===== config.mk =====
export PLATFORM = sky130hd
export DESIGN_NAME = taxi_axis_frame_trunc_flat
export DESIGN_NICKNAME = d
export VERILOG_FILES = /design/src/rtl/taxi_axis_pkg.sv /design/src/rtl/taxi_axis_if.sv /design/src/rtl/taxi_axis_frame_trunc.sv /design/src/flat_wrapper.sv
export SDC_FILE = /design/constraint.sdc
export NUM_CORES = 1
export LEC_CHECK = 0
export CORE_MARGIN = 4
export CORE_UTILIZATION = 44
export CTS_CLUSTER_SIZE = 20
export DETAILED_ROUTE_END_ITERATION = 8
export GPL_TIMING_DRIVEN = 0
export PLACE_DENSITY = 0.76
export RECOVER_POWER = 50
export SETUP_SLACK_MARGIN = 0.3
export SYNTH_ARGS = -nofsm -noshare
export SYNTH_HDL_FRONTEND = slang
export SYNTH_SLANG_ARGS = --single-unit
export TNS_END_PERCENT = 1

===== constraint.sdc =====
create_clock -name clk -period 3.1 [get_ports clk]
set_input_delay 0.93 -clock clk [delete_from_list [all_inputs] [get_ports clk]]
set_output_delay 0.93 -clock clk [all_outputs]
set_load 0.01 [all_outputs]

===== src/rtl/taxi_axis_pkg.sv =====
// Shared stream-datapath definitions: frame truncation FSM states and the
// tuser bit used to flag truncated frames.
package taxi_axis_pkg;

    typedef enum logic {
        PASS = 1'b0,
        DROP = 1'b1
    } taxi_axis_trunc_state_t;

    localparam int unsigned TAXI_AXIS_TRUNC_USER_BIT = 0;

endpackage


===== src/rtl/taxi_axis_if.sv =====
// AXI4-Stream interface bundle; src drives the stream, snk consumes it.
interface taxi_axis_if #(
    parameter int DATA_W  = 8,
    parameter bit KEEP_EN = (DATA_W > 8),
    parameter int KEEP_W  = (DATA_W + 7) / 8,
    parameter bit STRB_EN = 1'b0,
    parameter bit LAST_EN = 1'b1,
    parameter bit ID_EN   = 1'b0,
    parameter int ID_W    = 8,
    parameter bit DEST_EN = 1'b0,
    parameter int DEST_W  = 8,
    parameter bit USER_EN = 1'b0,
    parameter int USER_W  = 1
);

    logic [DATA_W-1:0] tdata;
    logic [KEEP_W-1:0] tkeep;
    logic [KEEP_W-1:0] tstrb;
    logic              tvalid;
    logic              tready;
    logic              tlast;
    logic [ID_W-1:0]   tid;
    logic [DEST_W-1:0] tdest;
    logic [USER_W-1:0] tuser;

    modport src (
        output tdata, tkeep, tstrb, tvalid, tlast, tid, tdest, tuser,
        input  tready
    );

    modport snk (
        input  tdata, tkeep, tstrb, tvalid, tlast, tid, tdest, tuser,
        output tready
    );

endinterface


===== src/rtl/taxi_axis_frame_trunc.sv =====
// Zero-latency AXI4-Stream frame length limiter: cuts frames at cfg_max_beats.
// Optional TAXI_AXIS_FRAME_TRUNC_MARK_EN sets tuser[0] on the forced-tlast beat.
module taxi_axis_frame_trunc
    import taxi_axis_pkg::*;
#(
    parameter int LEN_W = 16
) (
    input  logic             clk,
    input  logic             rst,

    taxi_axis_if.snk         s_axis,
    taxi_axis_if.src         m_axis,

    input  logic [LEN_W-1:0] cfg_max_beats,

    output logic             stat_trunc,
    output logic             stat_frame,
    output logic [LEN_W-1:0] stat_frame_beats
);

    localparam int DATA_W  = s_axis.DATA_W;
    localparam int KEEP_W  = s_axis.KEEP_W;
    localparam bit KEEP_EN = s_axis.KEEP_EN && m_axis.KEEP_EN;
    localparam bit STRB_EN = s_axis.STRB_EN && m_axis.STRB_EN;
    localparam bit S_LAST_EN = s_axis.LAST_EN;
    localparam bit M_LAST_EN = m_axis.LAST_EN;
    localparam bit ID_EN   = s_axis.ID_EN && m_axis.ID_EN;
    localparam bit DEST_EN = s_axis.DEST_EN && m_axis.DEST_EN;
    localparam bit USER_EN = s_axis.USER_EN && m_axis.USER_EN;

    if (m_axis.DATA_W != DATA_W) begin : g_chk_data_w
        $fatal(1, "taxi_axis_frame_trunc: DATA_W mismatch between s_axis and m_axis");
    end

    if (m_axis.KEEP_W != KEEP_W) begin : g_chk_keep_w
        $fatal(1, "taxi_axis_frame_trunc: KEEP_W mismatch between s_axis and m_axis");
    end

`ifdef TAXI_AXIS_FRAME_TRUNC_MARK_EN
    if (!USER_EN) begin : g_chk_mark_user
        $fatal(1, "taxi_axis_frame_trunc: marking truncated frames requires USER_EN");
    end
`endif

    taxi_axis_trunc_state_t state, state_next;

    logic [LEN_W-1:0] beat_cnt;
    logic [LEN_W-1:0] lim_reg;
    logic [LEN_W-1:0] limit;
    logic [LEN_W-1:0] cnt_inc;
    logic             s_last;
    logic             hit;
    logic             s_ready;
    logic             m_valid;
    logic             trunc_beat;
    logic             xfer;

    logic             trunc_q;
    logic             frame_q;
    logic [LEN_W-1:0] frame_beats_q;

    // The live config applies to the first beat; later beats use the latched copy.
    assign limit   = (beat_cnt == '0) ? cfg_max_beats : lim_reg;
    assign cnt_inc = beat_cnt + LEN_W'(1);
    assign hit     = (limit != '0) && (cnt_inc == limit);
    assign s_last  = S_LAST_EN ? s_axis.tlast : 1'b1;
    assign xfer    = s_axis.tvalid && s_ready;

    always_ff @(posedge clk) begin
        if (rst) begin
            state <= PASS;
        end else begin
            state <= state_next;
        end
    end

    always_comb begin
        state_next = state;
        case (state)
            PASS: begin
                if (xfer && trunc_beat) begin
                    state_next = DROP;
                end
            end
            DROP: begin
                if (xfer && s_last) begin
                    state_next = PASS;
                end
            end
            default: state_next = PASS;
        endcase
    end

    always_comb begin
        s_ready    = 1'b0;
        m_valid    = 1'b0;
        trunc_beat = 1'b0;
        if (!rst) begin
            case (state)
                PASS: begin
                    s_ready    = m_axis.tready;
                    m_valid    = s_axis.tvalid;
                    trunc_beat = !s_last && hit;
                end
                DROP: begin
                    s_ready = 1'b1;
                end
                default: begin
                    s_ready = 1'b0;
                end
            endcase
        end
    end

    assign s_axis.tready = s_ready;
    assign m_axis.tvalid = m_valid;
    assign m_axis.tdata  = s_axis.tdata;
    assign m_axis.tkeep  = KEEP_EN ? s_axis.tkeep : '1;
    assign m_axis.tstrb  = STRB_EN ? s_axis.tstrb : m_axis.tkeep;
    assign m_axis.tlast  = M_LAST_EN ? (s_last || trunc_beat) : 1'b1;
    assign m_axis.tid    = ID_EN ? s_axis.tid : '0;
    assign m_axis.tdest  = DEST_EN ? s_axis.tdest : '0;

    always_comb begin
        m_axis.tuser = USER_EN ? s_axis.tuser : '0;
`ifdef TAXI_AXIS_FRAME_TRUNC_MARK_EN
        if (trunc_beat) begin
            m_axis.tuser[TAXI_AXIS_TRUNC_USER_BIT] = 1'b1;
        end
`endif
    end

    always_ff @(posedge clk) begin
        if (rst) begin
            beat_cnt      <= '0;
            lim_reg       <= '0;
            trunc_q       <= 1'b0;
            frame_q       <= 1'b0;
            frame_beats_q <= '0;
        end else begin
            trunc_q <= 1'b0;
            frame_q <= 1'b0;
            if (state == PASS && xfer) begin
                if (beat_cnt == '0) begin
                    lim_reg <= cfg_max_beats;
                end
                if (s_last) begin
                    beat_cnt      <= '0;
                    frame_q       <= 1'b1;
                    frame_beats_q <= (beat_cnt == '1) ? beat_cnt : cnt_inc;
                end else if (hit) begin
                    beat_cnt      <= '0;
                    trunc_q       <= 1'b1;
                    frame_q       <= 1'b1;
                    frame_beats_q <= limit;
                end else if (!(limit == '0 && beat_cnt == '1)) begin
                    beat_cnt <= cnt_inc;
                end
            end
        end
    end

    // Status is forced low for the whole reset window, not just after the first edge.
    assign stat_trunc       = rst ? 1'b0 : trunc_q;
    assign stat_frame       = rst ? 1'b0 : frame_q;
    assign stat_frame_beats = rst ? '0 : frame_beats_q;

endmodule


===== src/flat_wrapper.sv =====
// flat-port wrapper written by rule: the top's interface ports become plain ports
module taxi_axis_frame_trunc_flat import taxi_axis_pkg::*;
#(
    parameter int LEN_W = 16
)
  (clk, rst, cfg_max_beats, stat_trunc, stat_frame, stat_frame_beats, s_axis_tdata, s_axis_tkeep, s_axis_tstrb, s_axis_tvalid, s_axis_tlast, s_axis_tid, s_axis_tdest, s_axis_tuser, s_axis_tready, m_axis_tdata, m_axis_tkeep, m_axis_tstrb, m_axis_tvalid, m_axis_tlast, m_axis_tid, m_axis_tdest, m_axis_tuser, m_axis_tready);
  taxi_axis_if #(.DATA_W(8), .USER_EN(1'b1), .USER_W(1)) s_axis_i ();
  taxi_axis_if #(.DATA_W(8), .USER_EN(1'b1), .USER_W(1)) m_axis_i ();
  input  logic clk;
  input  logic rst;
  input  logic [LEN_W-1:0] cfg_max_beats;
  output logic stat_trunc;
  output logic stat_frame;
  output logic [LEN_W-1:0] stat_frame_beats;
  input wire logic [$bits(s_axis_i.tdata)-1:0] s_axis_tdata;
  input wire logic [$bits(s_axis_i.tkeep)-1:0] s_axis_tkeep;
  input wire logic [$bits(s_axis_i.tstrb)-1:0] s_axis_tstrb;
  input wire logic [$bits(s_axis_i.tvalid)-1:0] s_axis_tvalid;
  input wire logic [$bits(s_axis_i.tlast)-1:0] s_axis_tlast;
  input wire logic [$bits(s_axis_i.tid)-1:0] s_axis_tid;
  input wire logic [$bits(s_axis_i.tdest)-1:0] s_axis_tdest;
  input wire logic [$bits(s_axis_i.tuser)-1:0] s_axis_tuser;
  output wire logic [$bits(s_axis_i.tready)-1:0] s_axis_tready;
  output wire logic [$bits(m_axis_i.tdata)-1:0] m_axis_tdata;
  output wire logic [$bits(m_axis_i.tkeep)-1:0] m_axis_tkeep;
  output wire logic [$bits(m_axis_i.tstrb)-1:0] m_axis_tstrb;
  output wire logic [$bits(m_axis_i.tvalid)-1:0] m_axis_tvalid;
  output wire logic [$bits(m_axis_i.tlast)-1:0] m_axis_tlast;
  output wire logic [$bits(m_axis_i.tid)-1:0] m_axis_tid;
  output wire logic [$bits(m_axis_i.tdest)-1:0] m_axis_tdest;
  output wire logic [$bits(m_axis_i.tuser)-1:0] m_axis_tuser;
  input wire logic [$bits(m_axis_i.tready)-1:0] m_axis_tready;
  assign s_axis_i.tdata = s_axis_tdata;
  assign s_axis_i.tkeep = s_axis_tkeep;
  assign s_axis_i.tstrb = s_axis_tstrb;
  assign s_axis_i.tvalid = s_axis_tvalid;
  assign s_axis_i.tlast = s_axis_tlast;
  assign s_axis_i.tid = s_axis_tid;
  assign s_axis_i.tdest = s_axis_tdest;
  assign s_axis_i.tuser = s_axis_tuser;
  assign s_axis_tready = s_axis_i.tready;
  assign m_axis_tdata = m_axis_i.tdata;
  assign m_axis_tkeep = m_axis_i.tkeep;
  assign m_axis_tstrb = m_axis_i.tstrb;
  assign m_axis_tvalid = m_axis_i.tvalid;
  assign m_axis_tlast = m_axis_i.tlast;
  assign m_axis_tid = m_axis_i.tid;
  assign m_axis_tdest = m_axis_i.tdest;
  assign m_axis_tuser = m_axis_i.tuser;
  assign m_axis_i.tready = m_axis_tready;
  taxi_axis_frame_trunc #(.LEN_W(LEN_W)) u_core (.clk(clk), .rst(rst), .s_axis(s_axis_i), .m_axis(m_axis_i), .cfg_max_beats(cfg_max_beats), .stat_trunc(stat_trunc), .stat_frame(stat_frame), .stat_frame_beats(stat_frame_beats));
endmodule

==> run metrics, run 1 <==
status complete, but fails checks; failing checks negative setup slack; Die ar. 9610 um2; Yosys top cell area share 28.6%; setup repair after global routing missed its margin yes; worst vdd ir 236 uV; grt ovf 0; Multi-input gate area 2490 um2; Layout Nets 591; Area growth syn-to-layout 36.7%; Setup crit start kind input port; share of cells above drive strength 1 26.8%; Num Clock Sinks 51; Final period util 128%; Starting Density 45.7%; Yosys cell types 60; Arr. time, crit path 3.05 ns; largest stage delay on the critical path 0.36 ns; first-pass GRT wire length 17,300 um; syn_area_per_cell 7.99 um2; Leak 1.94 nW; Reg2Reg Depth 19; most frequent CP cell buf_6; CTS Root Cell clkbuf_8; Max Cap Viol 0; chip width 98.0 um; Post-DP HPWL 7580 um; critical path, cell by cell dlygate4sd2_1 -> nor4_1 -> and4_1 -> a2111o_1 -> and2_4 -> nor4_4 -> and4_1 -> buf_6 -> buf_6 -> nand2_2 -> nand2_2 -> buf_6; Seq/Total Area, Yosys 28.6%; min cycle time layout 3.98 ns; critical path type in2out; Worst setup EP type primary output; antenna diode count 0; Synth area leaders dfxtp_1 (29%), nand2_1 (7.2%), buf_4 (6.1%), xor2_1 (4.4%), mux2i_1 (3.9%); Layout Cells excl Fill 644; placed instance area 4270 um2; yosys warns 0; Die Height 98.0 um; Reg2Reg Setup Slack -0.40 ns; Final WS setup -0.875 ns; Final Instance Area 4870 um2; DRT antenna net count 0; synthesized flop and latch total 51; Starting DRT DRC Count 245; top post-synthesis cells by count nand2_1 (68), dfxtp_1 (51), nor2_1 (34); vias per inst 5.69; Total GRT Usage 22.1%; worst flop-to-flop path endpoint u_core.frame_beats_q[11]$_SDFFE_PP0P_; Bufs on Longest Clock Path 2; Worst EP required 2.17 ns; hold path depth 2; TritonCTS clock tree yes; placed instance count 613; worst hold path class reg2reg; CP max-delay cell a2111o_1; Clock Skew 0.00881 ns; cells after synthesis 446; Main synth FF type dfxtp_1; total CTS buffers 5; H-Tree Level Count 2; delay-heaviest family, CP simple AND/OR/NAND/NOR gates; Core ar. 7810 um2; Cell Area, Synth 3560 um2; Post-synth EDFFs 0; HP Start u_core.lim_reg[5]$_SDFFE_PP0P_; cts hold-fix bufs 0; WHS Endpoint u_core.lim_reg[5]$_SDFFE_PP0P_; via count 3,662; Max Slew Vio Count 0; Worst Tran Pin Value 0.598 ns; Remaining DRCs 0; critical-path maximum fanout 3; post-synthesis async set-or-reset flop share 0%; largest area contributor in the netlist dfxtp_1; total power 1.47 mW; Final Hold Violating Endpoints 0; DRT Pass-1 Iters 5; Routed WL per cell 17.4 um; initial antenna violation count 0; most frequent cell after synthesis nand2_1; Ports 96; Rel. slew slack 59.9%; Register Area 1030 um2; Max Freq 0.252 GHz; largest net degree at the start of global routing 17; Core Rows 32; Final GP Congestion 0.987; vias in the first global route 3,503; clock transition at the registers of the reported paths 0.10 ns; reg-to-reg startpoint u_core.beat_cnt[13]$_SDFFE_PP0P_; final WL 11,200 um; final setup fails 27; Fill cells 646; worst path bufs/invs 4; Skew-Pair Late Insertion Delay 0.32 ns; power density cells 303 nW/um2; port bufs 49
-- per-stage QoR --
stage / worst slack (ns) / hold WS, ns / utilization [%] / setup TNS (ns)
2_1_floorplan: -0.188 / 0.449 / - / -0.188
3_3_place_gp: -1.46 / 0.459 / 54.7 / -29.08
3_5_place_dp: -1.48 / 0.463 / 54.7 / -30.65
4_1_cts: -0.781 / 0.477 / 60.1 / -8.69
5_1_grt: -0.952 / 0.511 / 62.4 / -12.69
6_report: -0.875 / 0.491 / 62.4 / -9.24
-- routing by layer --
metal  track usage [%]  share of wire (%)  routed length [um]
met5                 0                  0                   0
met4              8.41                2.8                 318
met3              4.50                8.5                 950
met2              37.8                 49                5430
met1              27.2                 40                4500
-- worst reg2reg max path: stages, from the launching register on --
cell and delay, ns:
dfxtp_1 0.39, nor3_1 0.39, nand4_4 0.25, buf_12 0.22, mux2i_4 0.21, xor2_2 0.17
nor4_2 0.31, buf_4 0.16, buf_4 0.10, buf_4 0.10, buf_4 0.10, buf_4 0.10
buf_4 0.09, buf_4 0.09, buf_4 0.10, buf_4 0.10, buf_4 0.10, nand3_1 0.07
a31oi_1 0.22, o211ai_1 0.11
-- how the worst max path moves through the flow --
stage	startpoint	end	slack, ns	cells after the start
final	cfg_max_beats[14]	m_axis_tlast	-0.88	12
after global routing	u_core.beat_cnt[0]$_SDFFE_PP0P_	m_axis_tlast	-0.95	14
after CTS	u_core.beat_cnt[0]$_SDFFE_PP0P_	m_axis_tlast	-0.78	14
after detailed placement	cfg_max_beats[2]	m_axis_tlast	-1.48	12
after global placement	cfg_max_beats[13]	m_axis_tlast	-1.46	12
after floorplan	cfg_max_beats[11]	m_axis_tlast	-0.19	10
-- kinds of logic (layout without fill, tap and decap cells) --
group / Yosys count / in the layout / synth area share (%)
AO/OA/AOI/OAI: 90 / 90 / 18.0
flip-flops: 51 / 51 / 28.6
multiplexers: 17 / 17 / 5.26
AND/OR/NAND/NOR: 179 / 179 / 25.7
adder cells (fa/ha/maj): 2 / 2 / 0.702
buffers and inverters: 70 / 150 / 11.8
XOR/XNOR: 35 / 35 / 9.79
other: 2 / 18 / 0.211
-- timing repair --
item                                    4_1_cts  5_1_grt
buffers inserted                             17        5
pin swaps                                     8        8
gates resized for setup                      64       28
endpoints found under the setup margin       59       69
gates cloned                                  1        0
-- final cells by class --
| class | count | area share [%] |
|---|---|---|
| flip-flops and latches | 51 | 21.1 |
| plain buffers | 57 | 8.45 |
| clock buffers | 6 | 1.69 |
| clock inverters | 2 | 0.334 |
| multi-input cells | 341 | 51.1 |
| well taps | 102 | 2.62 |
| inverters | 13 | 1.05 |
| repair buffers | 72 | 13.7 |
-- power breakdown --
| group | total (mW) | switching (mW) | internal, mW | leakage, nW |
|---|---|---|---|---|
| combinational | 0.361 | 0.192 | 0.170 | 1.48 |
| clock | 0.430 | 0.247 | 0.183 | 0.0474 |
| sequential | 0.683 | 0.0119 | 0.671 | 0.416 |
-- cells in the final DEF (no fill, tap or decap), types with 3 or more instances in the layout --
cell              n
nand4_1           6
xor2_2            9
a211o_1           6
nand2_1          65
dlygate4sd3_1     9
clkbuf_1         12
nor2b_1          14
xnor2_1          14
nor2_1           34
a21oi_1          24
buf_4            50
and3_1           11
conb_1           18
clkbuf_4          4
mux2i_2           4
o21ai_2          11
a211oi_1          8
nor4_2            3
mux2i_4           9
a22oi_1           5
o21ai_0           9
clkdlybuf4s50_1  23
mux2i_1           3
o41ai_1           6
inv_1            10
nand3_1           7
a31o_2            4
a2bb2oi_1         4
nor4_1            8
xor2_1            9
buf_6             7
and4_1            5
dlygate4sd2_1    15
clkbuf_8          6
dfxtp_2           4
nor3_1            5
dfxtp_1          46
clkbuf_2          3
(Power assumes the default switching activity.)
==> inputs of run 2 (changes only) <==
CORE_UTILIZATION = 46   (was 44)
CTS_BUF_LIST = sky130_fd_sc_hd__clkbuf_4   (was default)
PLACE_DENSITY = 0.79   (was 0.76)
==> run metrics, run 2 (same netlist as run 1, synthesis figures left out) <==
status complete, but fails checks; failing checks negative setup slack; Arr. time, crit path 3.01 ns (-0.04 ns); clock transition at the registers of the reported paths 0.15 ns (+0.05 ns); initial antenna violation count 0 (unchanged); final WL 10,400 um (-7.4%); Core Rows 31 (-3.1%); Final WS setup -0.843 ns (+0.0324 ns); NetSw 0.417 mW (-7.6%); critical-path maximum fanout 10 (+7); Area growth syn-to-layout 31.5%; Rel. slew slack 60.6% (+0.74 points); Clock Skew 0.0263 ns (+0.0175 ns); Worst Tran Pin Value 0.589 ns (-0.00917 ns); first-pass GRT wire length 16,300 um (-6.0%); Routed WL per cell 16.5 um (-5.1%); most frequent cells in the layout nand2_1 (66), dfxtp_1 (47), buf_4 (38); Die Height 96.0 um (-2.0%); WHS Endpoint u_core.beat_cnt[1]$_SDFFE_PP0P_; Num Clock Sinks 51 (unchanged); port bufs 49 (unchanged); sw frac 31.2% (+0.65 points); Starting DRT DRC Count 235 (-4.1%); Final Hold Violating Endpoints 0 (unchanged); internal power 0.917 mW (-10%); Final GP Congestion 0.950 (-3.8%); Starting Density 48.1% (+2.5 points); H-Tree Level Count 2 (unchanged); DRT antenna net count 0 (unchanged); final setup fails 3 (-89%); setup repair after global routing missed its margin yes; Die ar. 9220 um2 (-4.0%); min cycle time layout 3.94 ns (-0.0324 ns); Setup crit start kind register; Total GRT Usage 22.9% (+0.79 points); DRT Pass-1 Iters 5 (unchanged); Max Freq 0.254 GHz (+0.82%); share of cells above drive strength 1 26.2% (-0.53 points); chip width 96.0 um (-2.0%); Worst setup EP type primary output; Ports 96 (unchanged); cts hold-fix bufs 0 (unchanged); Layout Nets 579 (-2.0%); reg-to-reg startpoint u_core.beat_cnt[0]$_SDFFE_PP0P_; worst hold path class reg2reg; Leak 2.00 nW (+2.8%); via count 3,520 (-3.9%); Post-DP HPWL 7570 um (-0.22%); vias in the first global route 3,374 (-3.7%); commonest non-fill, non-tap cell in the layout nand2_1; Reg2Reg Depth 14 (-5); Core ar. 7410 um2 (-5.1%); worst hold slack 0.492 ns (+0.000821 ns); Max Slew Vio Count 0 (unchanged); Setup TNS -0.992 ns (+8.25 ns); Skew-Pair Late Insertion Delay 0.39 ns (+0.07 ns); critical path type reg2out; share of power burned in registers 51.4% (+5.1 points); Max Cap Viol 0 (unchanged); power density cells 284 nW/um2 (-6.0%); largest net degree at the start of global routing 17 (unchanged); antenna diode count 0 (unchanged); Final period util 127% (-1.0 points); worst vdd ir 152 uV (-36%); Bufs on Longest Clock Path 2 (unchanged); grt ovf 0 (unchanged); Gate power share 25.3% (+0.8 points); Remaining DRCs 0 (unchanged); TritonCTS clock tree yes; hold path depth 2 (unchanged); clock share of power 23.3% (-5.9 points); pre-CTS setup slack -1.46 ns (+0.0144 ns); Worst EP required 2.17 ns (about the same); CTS Root Cell clkbuf_4; HP Start u_core.beat_cnt[1]$_SDFFE_PP0P_; Reg2Reg Setup Slack 0.03 ns (+0.43 ns); worst flop-to-flop path endpoint u_core.beat_cnt[1]$_SDFFE_PP0P_; vias per inst 5.60 (-1.6%); total CTS buffers 5 (unchanged)
## run 2: cell types whose count changed in the layout (fill, tap and decap cells not counted), sizes merged
cell and change:
clkdlybuf4s50 -19, dlymetal6s2s +6, buf -2, clkbuf +1, clkinvlp +1, dlygate4sd2 +1
## run 2: worst max path at each step
| stage | startpoint | endpoint | slack [ns] | cells past startpoint |
|---|---|---|---|---|
| global route | u_core.beat_cnt[0]$_SDFFE_PP0P_ | m_axis_tlast | -0.99 | 14 |
| floorplan | cfg_max_beats[11] | m_axis_tlast | -0.19 | 10 |
| CTS | u_core.beat_cnt[0]$_SDFFE_PP0P_ | m_axis_tlast | -0.82 | 14 |
| detailed placement | cfg_max_beats[12] | m_axis_tlast | -1.46 | 12 |
| global placement | cfg_max_beats[2] | m_axis_tlast | -1.47 | 12 |
| finish | u_core.beat_cnt[0]$_SDFFE_PP0P_ | m_axis_tlast | -0.84 | 14 |
## run 2: critical path, stage by stage (launching register included)
cell	delay [ns]
dfxtp_4	0.40
inv_4	0.07
ha_4	0.12
nor4b_4	0.22
nand4_4	0.23
buf_6	0.23
mux2i_2	0.28
xor2_1	0.12
nor4_2	0.29
and4_1	0.24
buf_6	0.10
buf_8	0.09
nand2_2	0.05
nand2_2	0.07
buf_6	0.11
## run 2: layout make-up
cell class / instances / area [um2]
Fill cell: 616 / 2720
Multi-Input combinational cell: 341 / 2460
Sequential cell: 51 / 1030
Timing Repair Buffer: 60 / 536
Buffer: 57 / 429
Tap cell: 99 / 124
Inverter: 13 / 51.3
Clock buffer: 5 / 37.5
Clock inverter: 3 / 20.0
## run 2: timing repair
item / CTS / global route
cloned: 1 / 0
gates resized for setup: 67 / 66
pin swaps: 7 / 5
endpoints found under the setup margin: 56 / 69
buffers inserted: 10 / 0
## run 2: metrics by stage
step	instances	power [mW]	util [%]	area (um2)
after CTS	629	1.33	62.4	4620
after global placement	610	0.981	57.6	4270
after detailed placement	610	0.985	57.6	4270
after global routing	629	1.39	63.3	4690
after floorplan	462	0.880	-	3650
final	629	1.33	63.3	4690
## run 2: power groups by stage
stage	Sequential (mW)	Combinational [mW]	Clock, mW
CTS	0.684	0.322	0.320
floorplan	0.695	0.186	0
global route	0.688	0.361	0.346
global placement	0.697	0.284	0
detailed placement	0.698	0.287	0
finish	0.686	0.337	0.311
## run 2: routing by layer
metal / GRT usage, % / wire (um) / vias up
met3: 3.83 / 808 / 27
met1: 29.0 / 4280 / 1650
met5: 0 / 0 / -
met4: 7.82 / 227 / 0
li1: - / - / 1680
met2: 39.0 / 5060 / 163
==> inputs of run 3 (changes only) <==
--- a/constraint.sdc
+++ b/constraint.sdc
@@ -3,2 +3,2 @@
 set_output_delay 0.93 -clock clk [all_outputs]
-set_load 0.01 [all_outputs]
+set_load 0.02 [all_outputs]
==> run metrics, run 3 (same netlist as run 1, synthesis figures left out) <==
failing checks negative setup slack; Routed WL per cell 17.2 um (+4.0%); TritonCTS clock tree yes; critical-path maximum fanout 6 (-4); final setup fails 24 (+21); most frequent cells in the layout nand2_1 (66), buf_4 (62), dfxtp_1 (46); total power 1.39 mW (+4.1%); Layout Nets 591 (+2.1%); Setup crit start kind register; critical path, cell by cell inv_4 -> ha_4 -> nor4b_4 -> nand4_4 -> buf_12 -> mux2i_4 -> xor2_1 -> nor4_2 -> and4_4 -> buf_6 -> buf_8 -> nand2_4 -> nand2_4 -> buf_6; Remaining DRCs 0 (unchanged); Layout Cells excl Fill 641 (+1.9%); commonest non-fill, non-tap cell in the layout nand2_1; worst hold path class reg2reg; Final Hold Violating Endpoints 0 (unchanged); antenna diode count 0 (unchanged); largest net degree at the start of global routing 17 (unchanged); Rel. slew slack 54.9% (-5.7 points); total CTS buffers 5 (unchanged); Final WS setup -0.980 ns (-0.137 ns); Worst EP required 2.17 ns (about the same); Final GP Congestion 0.956 (+0.65%); Core ar. 7410 um2 (unchanged); CTS Root Cell clkbuf_4; Bufs on Longest Clock Path 2 (unchanged); Ports 96 (unchanged); Register Area 1030 um2 (+0.12%); Skew-Pair Late Insertion Delay 0.38 ns (about the same); Fill cells 598 (-2.9%); Reg2Reg Depth 20 (+6); DRT Pass-1 Iters 5 (unchanged); share of cells above drive strength 1 29.5% (+3.3 points); initial antenna violation count 0 (unchanged); critical path depth 14 (unchanged); Total GRT Usage 22.6% (-0.22 points); clock transition at the registers of the reported paths 0.16 ns (about the same); first-pass GRT wire length 16,300 um (-0.25%); DRT antenna net count 0 (unchanged); delay-heaviest family, CP simple AND/OR/NAND/NOR gates; Final period util 132% (+4.4 points); vias per inst 5.64 (+0.86%); Area growth syn-to-layout 36.1%; status complete, but fails checks; Worst setup EP type primary output; critical path type reg2out; Num Clock Sinks 51 (unchanged); largest stage delay on the critical path 0.42 ns (+0.02 ns); Die ar. 9220 um2 (unchanged); worst vdd ir 219 uV (+45%); Starting Density 48.1% (unchanged); worst path bufs/invs 5 (unchanged); Starting DRT DRC Count 242 (+3.0%); Max Cap Viol 0 (unchanged); CP max-delay cell dfxtp_4; Max Slew Vio Count 0 (unchanged); placed instance count 610 (unchanged); vias in the first global route 3,290 (-2.5%); Post-DP HPWL 7660 um (+1.3%); final WL 11,000 um (+6.0%); setup repair after global routing missed its margin yes; Max Freq 0.245 GHz (-3.4%); via count 3,618 (+2.8%); Die Height 96.0 um (unchanged); Core Rows 31 (unchanged); Leak 1.97 nW (-1.5%); H-Tree Level Count 2 (unchanged); Multi-input gate area 2480 um2 (+0.71%); Worst Tran Pin Value 0.676 ns (+0.0878 ns); port bufs 49 (unchanged); min cycle time layout 4.08 ns (+0.137 ns); power density cells 286 nW/um2 (+0.59%); hold path depth 2 (unchanged); Clock Skew 0.00766 ns (-0.0187 ns); chip width 96.0 um (unchanged); grt ovf 0 (unchanged); Arr. time, crit path 3.15 ns (+0.14 ns)
run 3: worst reg2reg max path: cells and delay by family, from the launching register on:
kind                       cells  cell delay [ns]
AOI/OAI and AO/OA              2             0.34
buffers and inverters         11             1.24
adders and majority gates      1             0.11
muxes                          1             0.21
and+or+nand+nor                4             0.86
xor gates and xnor gates       1             0.18
DFF                            1             0.42
run 3: layout make-up:
class                   instances  share of cell area [%]
repair buffers                 72                    13.3
multi-input cells             341                    51.1
clock buffers                   5                   0.774
flip-flops and latches         51                    21.2
well taps                      99                    2.55
inverters                      13                    1.06
plain buffers                  57                    9.54
clock inverters                 3                   0.413
run 3: path summary, 6_finish.rpt:
| path | from | to | slack [ns] |
|---|---|---|---|
| max | u_core.beat_cnt[0]$_SDFFE_PP0P_ | m_axis_tlast | -0.98 |
| min | u_core.lim_reg[13]$_SDFFE_PP0P_ | u_core.lim_reg[13]$_SDFFE_PP0P_ | 0.50 |
| max reg2reg | u_core.beat_cnt[0]$_SDFFE_PP0P_ | u_core.frame_beats_q[11]$_SDFFE_PP0P_ | -0.35 |
| min reg2reg | u_core.lim_reg[13]$_SDFFE_PP0P_ | u_core.lim_reg[13]$_SDFFE_PP0P_ | 0.50 |
run 3: stage by stage:
step | setup TNS (ns) | hold slack, ns | setup slack [ns] | util [%] | cell area (um2)
6_report | -3.79 | 0.498 | -0.980 | 65.5 | 4850
5_1_grt | -7.09 | 0.512 | -1.12 | 65.5 | 4850
4_1_cts | -1.41 | 0.482 | -0.888 | 62.5 | 4630
3_5_place_dp | -31.17 | 0.463 | -1.58 | 57.8 | 4280
3_3_place_gp | -29.81 | 0.459 | -1.53 | 57.8 | 4280
2_1_floorplan | -0.208 | 0.449 | -0.208 | - | 3660
run 3: what timing repair did:
item                       CTS  global route
setup endpoints to repair   59            69
resized for setup          149            35
gates cloned                 1             1
pin swaps                    5            13
hold buffers                 0             0
buffers inserted            13             8
run 3: where the power goes:
group	internal, mW	switching (mW)	total (mW)
clock network	0.0871	0.231	0.318
registers	0.672	0.0145	0.687
logic	0.176	0.207	0.383
total	0.936	0.453	1.39
run 3: metal layers:
layer | GRT usage, % | wire length, um
met5 | 0 | 0
met2 | 38.4 | 5310
met1 | 29.6 | 4560
met3 | 3.13 | 911
met4 | 7.23 | 211
